### config.mk
export PLATFORM = sky130hd
export DESIGN_NAME = tdm_demux_1x4
export DESIGN_NICKNAME = d
export VERILOG_FILES = /design/src/rtl/tdm_demux_pkg.sv /design/src/rtl/tdm_sync_fsm.sv /design/src/rtl/tdm_demux_1x4.sv
export SDC_FILE = /design/constraint.sdc
export NUM_CORES = 1
export LEC_CHECK = 0
export CAP_MARGIN = 5
export CORE_ASPECT_RATIO = 0.9
export CORE_MARGIN = 2
export CORE_UTILIZATION = 53
export DETAILED_ROUTE_END_ITERATION = 8
export PLACE_DENSITY = 0.85
export SYNTH_ARGS = -nofsm -noshare
export SYNTH_HDL_FRONTEND = slang
export SYNTH_SLANG_ARGS = --single-unit
### constraint.sdc
create_clock -name clk -period 4.9 [get_ports clk]
set_input_delay 1.47 -clock clk [delete_from_list [all_inputs] [get_ports clk]]
set_output_delay 1.47 -clock clk [all_outputs]
set_load 0.05 [all_outputs]
### src/rtl/tdm_demux_pkg.sv
// Shared types and constants for the 1:4 TDM demultiplexer.
package tdm_demux_pkg;

   localparam int         NUM_CH     = 4;
   localparam logic [7:0] ERRCNT_MAX = 8'd255;

   typedef logic [1:0] slot_t;

   typedef enum logic {
      HUNT   = 1'b0,
      LOCKED = 1'b1
   } state_t;

endpackage

### src/rtl/tdm_sync_fsm.sv
// Frame-alignment FSM: tracks the slot position and decides which channel each beat writes.
module tdm_sync_fsm
   import tdm_demux_pkg::*;
(
   input  logic   clk,
   input  logic   rst_n,
   input  logic   din_valid,
   input  logic   frame_sync,
   output logic   wr_en,
   output slot_t  wr_slot,
   output logic   frame_done,
   output logic   sync_err,
   output state_t state
);

   slot_t  slot;
   slot_t  slot_nxt;
   state_t state_nxt;
   logic   done_nxt;
   logic   err_nxt;

   // Write decision is combinational so the channel register captures the same beat.
   always_comb begin
      wr_en     = 1'b0;
      wr_slot   = slot;
      done_nxt  = 1'b0;
      err_nxt   = 1'b0;
      state_nxt = state;
      slot_nxt  = slot;
      if (din_valid) begin
         case (state)
            HUNT: begin
               if (frame_sync) begin
                  wr_en     = 1'b1;
                  wr_slot   = 2'd0;
                  slot_nxt  = 2'd1;
                  state_nxt = LOCKED;
               end
            end
            LOCKED: begin
               if (slot == 2'd0) begin
                  if (frame_sync) begin
                     wr_en    = 1'b1;
                     wr_slot  = 2'd0;
                     slot_nxt = 2'd1;
                  end else begin
                     err_nxt   = 1'b1;
                     slot_nxt  = 2'd0;
                     state_nxt = HUNT;
                  end
               end else if (frame_sync) begin
                  // Early sync: abandon the partial frame and restart at slot 0.
                  err_nxt  = 1'b1;
                  wr_en    = 1'b1;
                  wr_slot  = 2'd0;
                  slot_nxt = 2'd1;
               end else begin
                  wr_en    = 1'b1;
                  wr_slot  = slot;
                  done_nxt = (slot == 2'd3);
                  slot_nxt = slot_t'(slot + 2'd1);
               end
            end
            default: state_nxt = HUNT;
         endcase
      end
   end

   always_ff @(posedge clk or negedge rst_n) begin
      if (!rst_n) begin
         state      <= HUNT;
         slot       <= 2'd0;
         frame_done <= 1'b0;
         sync_err   <= 1'b0;
      end else begin
         state      <= state_nxt;
         slot       <= slot_nxt;
         frame_done <= done_nxt;
         sync_err   <= err_nxt;
      end
   end

endmodule

### src/rtl/tdm_demux_1x4.sv
// 1:4 TDM demultiplexer with frame-sync lock; channel registers live here.
// Optional saturating error counter enabled by TDM_DEMUX_ERRCNT_EN.
module tdm_demux_1x4
   import tdm_demux_pkg::*;
#(
   parameter int DATA_W = 8
) (
   input  logic                     clk,
   input  logic                     rst_n,
   input  logic [DATA_W-1:0]        din,
   input  logic                     din_valid,
   input  logic                     frame_sync,
   output logic [NUM_CH*DATA_W-1:0] ch_data,
   output logic [NUM_CH-1:0]        ch_valid,
   output logic                     frame_done,
   output logic                     locked,
   output logic                     sync_err
`ifdef TDM_DEMUX_ERRCNT_EN
   ,
   output logic [7:0]               err_cnt
`endif
);

   logic   wr_en;
   slot_t  wr_slot;
   state_t fsm_state;

   tdm_sync_fsm u_fsm (
      .clk        (clk),
      .rst_n      (rst_n),
      .din_valid  (din_valid),
      .frame_sync (frame_sync),
      .wr_en      (wr_en),
      .wr_slot    (wr_slot),
      .frame_done (frame_done),
      .sync_err   (sync_err),
      .state      (fsm_state)
   );

   assign locked = (fsm_state == LOCKED);

   always_ff @(posedge clk or negedge rst_n) begin
      if (!rst_n) begin
         ch_data  <= '0;
         ch_valid <= '0;
      end else begin
         ch_valid <= '0;
         if (wr_en) begin
            ch_data[wr_slot*DATA_W +: DATA_W] <= din;
            ch_valid[wr_slot]                 <= 1'b1;
         end
      end
   end

`ifdef TDM_DEMUX_ERRCNT_EN
   // Counts registered error pulses, so it trails sync_err by one cycle.
   always_ff @(posedge clk or negedge rst_n) begin
      if (!rst_n) begin
         err_cnt <= 8'd0;
      end else if (sync_err && (err_cnt != ERRCNT_MAX)) begin
         err_cnt <= err_cnt + 8'd1;
      end
   end
`endif

endmodule

==> results.md, run 1 <==
* Largest net degree at the start of global routing at 42
* Post-CTS sizing at 0
* Clock power share at 16.0%
* TritonCTS Buffers at 5
* First-pass GRT wire length at 6913 microns
* Mean number of vias per cell at 5.468
* Rel. slew slack at 42.61%
* Synth Area per Inst at 11.41 sq um
* Slew Limit Fails at 0
* Clock Latency Late Sink at 0.29 ns
* Cts hold-fix bufs at 0
* Clock tree buffer depth at 2
* Crit path buffers/inverters at 1
* Non-filler cells, final at 278
* Critical Path AT at 4.19 ns
* Most frequent cells in the layout: 49 x clkdlybuf4s50_1, 41 x dfrtp_1, 27 x nor2_1
* Max VDD drop at 0.3113 mV
* Yosys cell types at 28
* DP Area at 2577 sq um
* Core box area at 3757 sq um
* TritonCTS clock tree: yes
* Fin Setup TNS at 0 ns
* Layout area overhead at 27.62%
* Routed Antenna Nets at 0
* DRT Wirelength at 4087 microns
* Maxcap violations at 0
* Fin Clk Skew at 0.005711 ns
* Nets at 253
* Syn Nets at 207
* Fraction of layout cells with a size suffix above 1 at 18.53%
* H-tree depth at 2
* Total of warnings raised by yosys at 0
* Initial Util at 56.18%
* GPL Wtd Cong at 0.7709
* Req. time, crit path at 5.13 ns
* Vias in the first global route at 1,444
* Tot GR Track Use at 19.83%
* PortBufs at 50
* Number of remaining DRC errors at 0
* Die ar. at 4504 sq um
* Cells after synthesis at 185
* Die Width at 70.52 microns
* Sw Pwr at 0.7921 mW
* Final Hold Fails at 0
* Mapped cell area at 2111 sq um
* CP endpoint kind: register
* Worst-path maximum fanout at 24
* Max Fclk at 0.2522 GHz
* Slew at the pin closest to its max-slew limit at 0.8609 ns
* Final period utilization at 80.92%
* Tmin final at 3.965 ns
* Min-Delay Path Class: reg -> reg
* Routed len/inst at 14.70 microns
* Share of power burned in registers at 29.3%
* Root Buffer: clkbuf_8
* Gr ovfl total at 0
* Int Pwr at 0.9177 mW
* Number of top-level pins at 51
* Comb power frac at 54.8%
* Post-CTS setup repair buffer count at 0
* Post-layout util at 71.70%
* ANT cells at 0
* Commonest non-fill, non-tap cell in the layout: clkdlybuf4s50_1
* FF+latch count, synth at 41
* CP Class: in -> reg
* DR iter-0 viols at 100
* Via count at 1,520
* Pre-antenna DRT Iters at 4
* Largest delay share family, worst path: simple AND/OR/NAND/NOR gates
* # rows at 21
* Die H at 63.87 microns
* Worst-path clk slew at 0.07 ns
* Crit-path slowest cell: or4b_2
* DPL Wire Length at 2871 microns
* Worst-path cell chain: clkdlybuf4s50_1, a21bo_1, ha_1, or4b_2, nor2_1, mux2_2
* Slowest cell delay on critical path at 0.78 ns
* Post-synthesis sequential area ratio at 48.61%
* Switching share of power at 46.33%
* Outcome: completed
* Design area at 2694 sq um
* CTS sink count at 41
* Pwr per Cell Area at 634.7 nW/um^2
* RSZ-0062 raised after global routing: false
* Setup violations, final at 0
* Initial antenna violation count at 0
* Placed cell count at 270
* Type of origin of the critical path: primary input
* LEAKAGE at 1.221 nW
-- cell usage after synthesis, drive strengths merged --
master  number  area (sq um)
dfrtp       41          1026
nor2        27         101.4
mux2        24         277.8
nand4       16         100.1
inv         15         58.81
ha          10         125.1
buf          9         71.31
mux2i        8         80.08
or4b         8         80.08
a21oi        7         68.82
nand2        7         26.28
clkbuf       3         22.51
and3         2         12.51
nand2b       2         12.51
a21bo        1         10.01
a31oi        1         6.260
nor4b        1         8.760
o21ai        1         5.000
o22ai        1         6.260
o32a         1         11.26
-- sequential cells by signal, indices dropped and copies added, names as in the netlist --
name and flops:
u_fsm.slot 2, u_fsm.sync_err 1, ch_valid 4, u_fsm.state 1, ch_data 32, u_fsm.frame_done 1
-- routing by layer --
layer  up-vias  global-route usage [%]  routed length [microns]
met4         0                   6.490                       32
met2        52                   30.42                     1903
li1        737                       -                        -
met5         -                       0                        0
met3         2                   5.205                      278
met1       729                   27.54                     1873
-- layout make-up --
type | count | area, sq um
sequential | 41 | 1026
clock inverter | 1 | 30.03
inverter | 15 | 58.81
timing repair buffer | 51 | 503.0
fill | 266 | 1064
multi-input combinational | 117 | 932.1
tap | 46 | 57.56
clock buffer | 7 | 86.33
-- kinds of logic after synthesis --
logic type,after synthesis,synth area share [%]
compound gates,12,5.098
fa+ha+maj,10,5.928
buf+inv,27,7.231
flops,41,48.61
mux,32,16.95
simple gates,63,16.18
-- power by group through the flow --
stage | Clock, mW | Sequential, mW | Combinational [mW]
final | 0.273 | 0.501 | 0.936
after global routing | 0.297 | 0.515 | 0.996
after CTS | 0.280 | 0.502 | 0.940
after detailed placement | 0 | 0.508 | 0.932
after global placement | 0 | 0.505 | 0.920
after floorplan | 0 | 0.841 | 0.351
-- through the flow --
| step | hold WS [ns] | setup slack (ns) | total power, mW |
|---|---|---|---|
| after floorplan | 0.5110 | 1.673 | 1.192 |
| after global placement | 0.4918 | 0.6762 | 1.425 |
| after detailed placement | 0.4974 | 0.6684 | 1.441 |
| after CTS | 0.5138 | 0.9623 | 1.722 |
| after global routing | 0.5366 | 0.7712 | 1.809 |
| final | 0.5077 | 0.9348 | 1.710 |
-- worst paths after layout --
check	start	end	slack [ns]	depth (start not counted)
setup reg to reg	u_fsm.slot[0]$_DFFE_PN0P_	ch_data[22]$_DFFE_PN0P_	2.37	5
hold / removal	ch_data[5]$_DFFE_PN0P_	ch_data[5]$_DFFE_PN0P_	0.51	1
hold reg to reg	ch_data[5]$_DFFE_PN0P_	ch_data[5]$_DFFE_PN0P_	0.51	1
setup / recovery	din_valid	ch_data[22]$_DFFE_PN0P_	0.93	6
max in group asynchronous	rst_n	u_fsm.slot[0]$_DFFE_PN0P_	3.07	1
min in group asynchronous	rst_n	ch_data[26]$_DFFE_PN0P_	1.29	1
Power figures use the tool's default switching activity.
==> inputs of run 2 (changes only) <==
Settings changed: CORE_UTILIZATION 53 to 44, PLACE_DENSITY 0.85 to 0.75.
Clock period 4.9 ns to 3.2 ns, I/O delays scaled along.
==> results.md, run 2 (synthesized netlist as in run 1, its figures left out) <==
* Max VDD drop at 0.5530 mV (+78%)
* DRT Wirelength at 4643 microns (+14%)
* Tot GR Track Use at 18.86% (-0.97 points)
* Number of top-level pins at 51 (unchanged)
* Top flop regs: ch_data (32), ch_valid (4), u_fsm.slot (2)
* Final Hold Fails at 0 (unchanged)
* Slew Limit Fails at 0 (unchanged)
* Min-Delay Path Class: reg -> reg
* Die H at 69.71 microns (+9.1%)
* Pwr per Cell Area at 964.6 nW/um^2 (+52%)
* First-pass GRT wire length at 7941 microns (+15%)
* Req. time, crit path at 3.43 ns (-1.70 ns)
* Commonest non-fill, non-tap cell in the layout: clkdlybuf4s50_1
* Routed len/inst at 15.07 microns (+2.5%)
* Die ar. at 5368 sq um (+19%)
* Vias in the first global route at 1,635 (+13%)
* GPL Wtd Cong at 0.8345 (+8.3%)
* Via count at 1,605 (+5.6%)
* TritonCTS clock tree: yes
* Initial Util at 46.42% (-9.8 points)
* Root Buffer: clkbuf_8
* Cts hold-fix bufs at 0 (unchanged)
* PortBufs at 50 (unchanged)
* Rel. slew slack at 39.11% (-3.5 points)
* Pre-CTS setup slack at -0.05786 ns (-0.7262 ns)
* Design area at 2814 sq um (+4.5%)
* # rows at 23 (+9.5%)
* LEAKAGE at 1.289 nW (+5.5%)
* Total Power at 2.714 mW (+59%)
* CTS sink count at 41 (unchanged)
* Worst-path maximum fanout at 9 (-63%)
* Routed Antenna Nets at 0 (unchanged)
* Clock Latency Late Sink at 0.29 ns (about the same)
* Final period utilization at 92.32%
* Die Width at 77.01 microns (+9.2%)
* CP Class: in -> reg
* DPL Wire Length at 3312 microns (+15%)
* Mean number of vias per cell at 5.211 (-4.7%)
* DR iter-0 viols at 121 (+21%)
* TritonCTS Buffers at 5 (unchanged)
* Biggest register: ch_data
* DP Area at 2710 sq um (+5.1%)
* Tmin final at 2.954 ns
* Number of remaining DRC errors at 0 (unchanged)
* Pre-antenna DRT Iters at 4 (unchanged)
* Post-CTS sizing at 0 (unchanged)
* Most frequent cells in the layout: 49 x clkdlybuf4s50_1, 41 x dfrtp_1, 27 x nor2_1
* Worst Setup Slack, final at 0.2457 ns (-0.6892 ns)
* Type of origin of the critical path: primary input
* Core box area at 4547 sq um (+21%)
* Post-CTS setup repair buffer count at 0 (unchanged)
* Slew at the pin closest to its max-slew limit at 0.9133 ns (+0.05241 ns)
* Setup violations, final at 0 (unchanged)
* CP endpoint kind: register
* Largest net degree at the start of global routing at 42 (unchanged)
* Maxcap violations at 0 (unchanged)
* H-tree depth at 2 (unchanged)
* Fin Setup TNS at 0 ns (unchanged)
* Max FFs per register at 32 (unchanged)
* Max Fclk at 0.3385 GHz
* Filler cell count at 417 (+57%)
* Register area at 1026 sq um (unchanged)
* Nets at 268 (+5.9%)
* ANT cells at 0 (unchanged)
* RSZ-0062 raised after global routing: false
* Initial antenna violation count at 0 (unchanged)
* Outcome: completed
* Area of the multi-input gates at 932.1 sq um (unchanged)
* Layout area overhead at 33.31%
* Clock tree buffer depth at 2 (unchanged)
* Worst-path clk slew at 0.07 ns (about the same)
* Fraction of layout cells with a size suffix above 1 at 23.58% (+5.0 points)
* Fin Clk Skew at 0.008329 ns (+0.002618 ns)
* Gr ovfl total at 0 (unchanged)
* Critical Path AT at 3.18 ns (-1.01 ns)
==> run 2: cell count changes in the layout (fill, tap and decap cells not counted), sizes merged <==
cell	previous run	this run
buf	2	17
clkbuf	7	5
clkinv	0	1
==> run 2: metal layers <==
| layer | global-route usage, % | share of wire [%] |
|---|---|---|
| met1 | 26.84 | 47 |
| met2 | 27.39 | 44 |
| met3 | 4.036 | 7.3 |
| met4 | 8.929 | 2.0 |
| met5 | 0 | 0 |
==> run 2: report_power, final <==
group	switching, mW	internal (mW)
clock	0.177	0.227
combinational	0.987	0.557
sequential	0.0920	0.674
==> run 2: path summary, 6_finish.rpt <==
kind	start	endpoint	slack [ns]	cells past startpoint
max in group asynchronous	rst_n	ch_data[19]$_DFFE_PN0P_	1.83	1
worst max register to register	u_fsm.slot[1]$_DFFE_PN0P_	ch_data[17]$_DFFE_PN0P_	0.97	8
worst min-delay path	ch_data[3]$_DFFE_PN0P_	ch_data[3]$_DFFE_PN0P_	0.51	1
worst min register to register	ch_data[3]$_DFFE_PN0P_	ch_data[3]$_DFFE_PN0P_	0.51	1
worst max-delay path	din_valid	ch_data[17]$_DFFE_PN0P_	0.25	8
min in group asynchronous	rst_n	ch_data[6]$_DFFE_PN0P_	0.79	1
==> run 2: critical path, cell delays in order <==
cell and delay, ns:
clkdlybuf4s50_1 0.47, a21oi_1 0.27, inv_1 0.12, ha_1 0.32
buf_4 0.20, or4b_1 0.56, nor2_1 0.12, mux2_2 0.15
==> run 2: cell type report <==
cell class	instances	area share (%)
clock buffers	5	2.446
inverters	15	2.090
multi-input cells	117	33.13
repair buffers	66	21.88
well taps	62	2.757
clock inverters	2	1.245
flip-flops and latches	41	36.46
==> run 2: through the flow <==
stage / hold WS [ns] / instances / utilization (%)
finish: 0.5109 / 308 / 61.89
floorplan: 0.5110 / 185 / -
detailed placement: 0.4970 / 301 / 59.60
global placement: 0.4903 / 301 / 59.60
global route: 0.5328 / 308 / 61.89
CTS: 0.5161 / 308 / 61.89
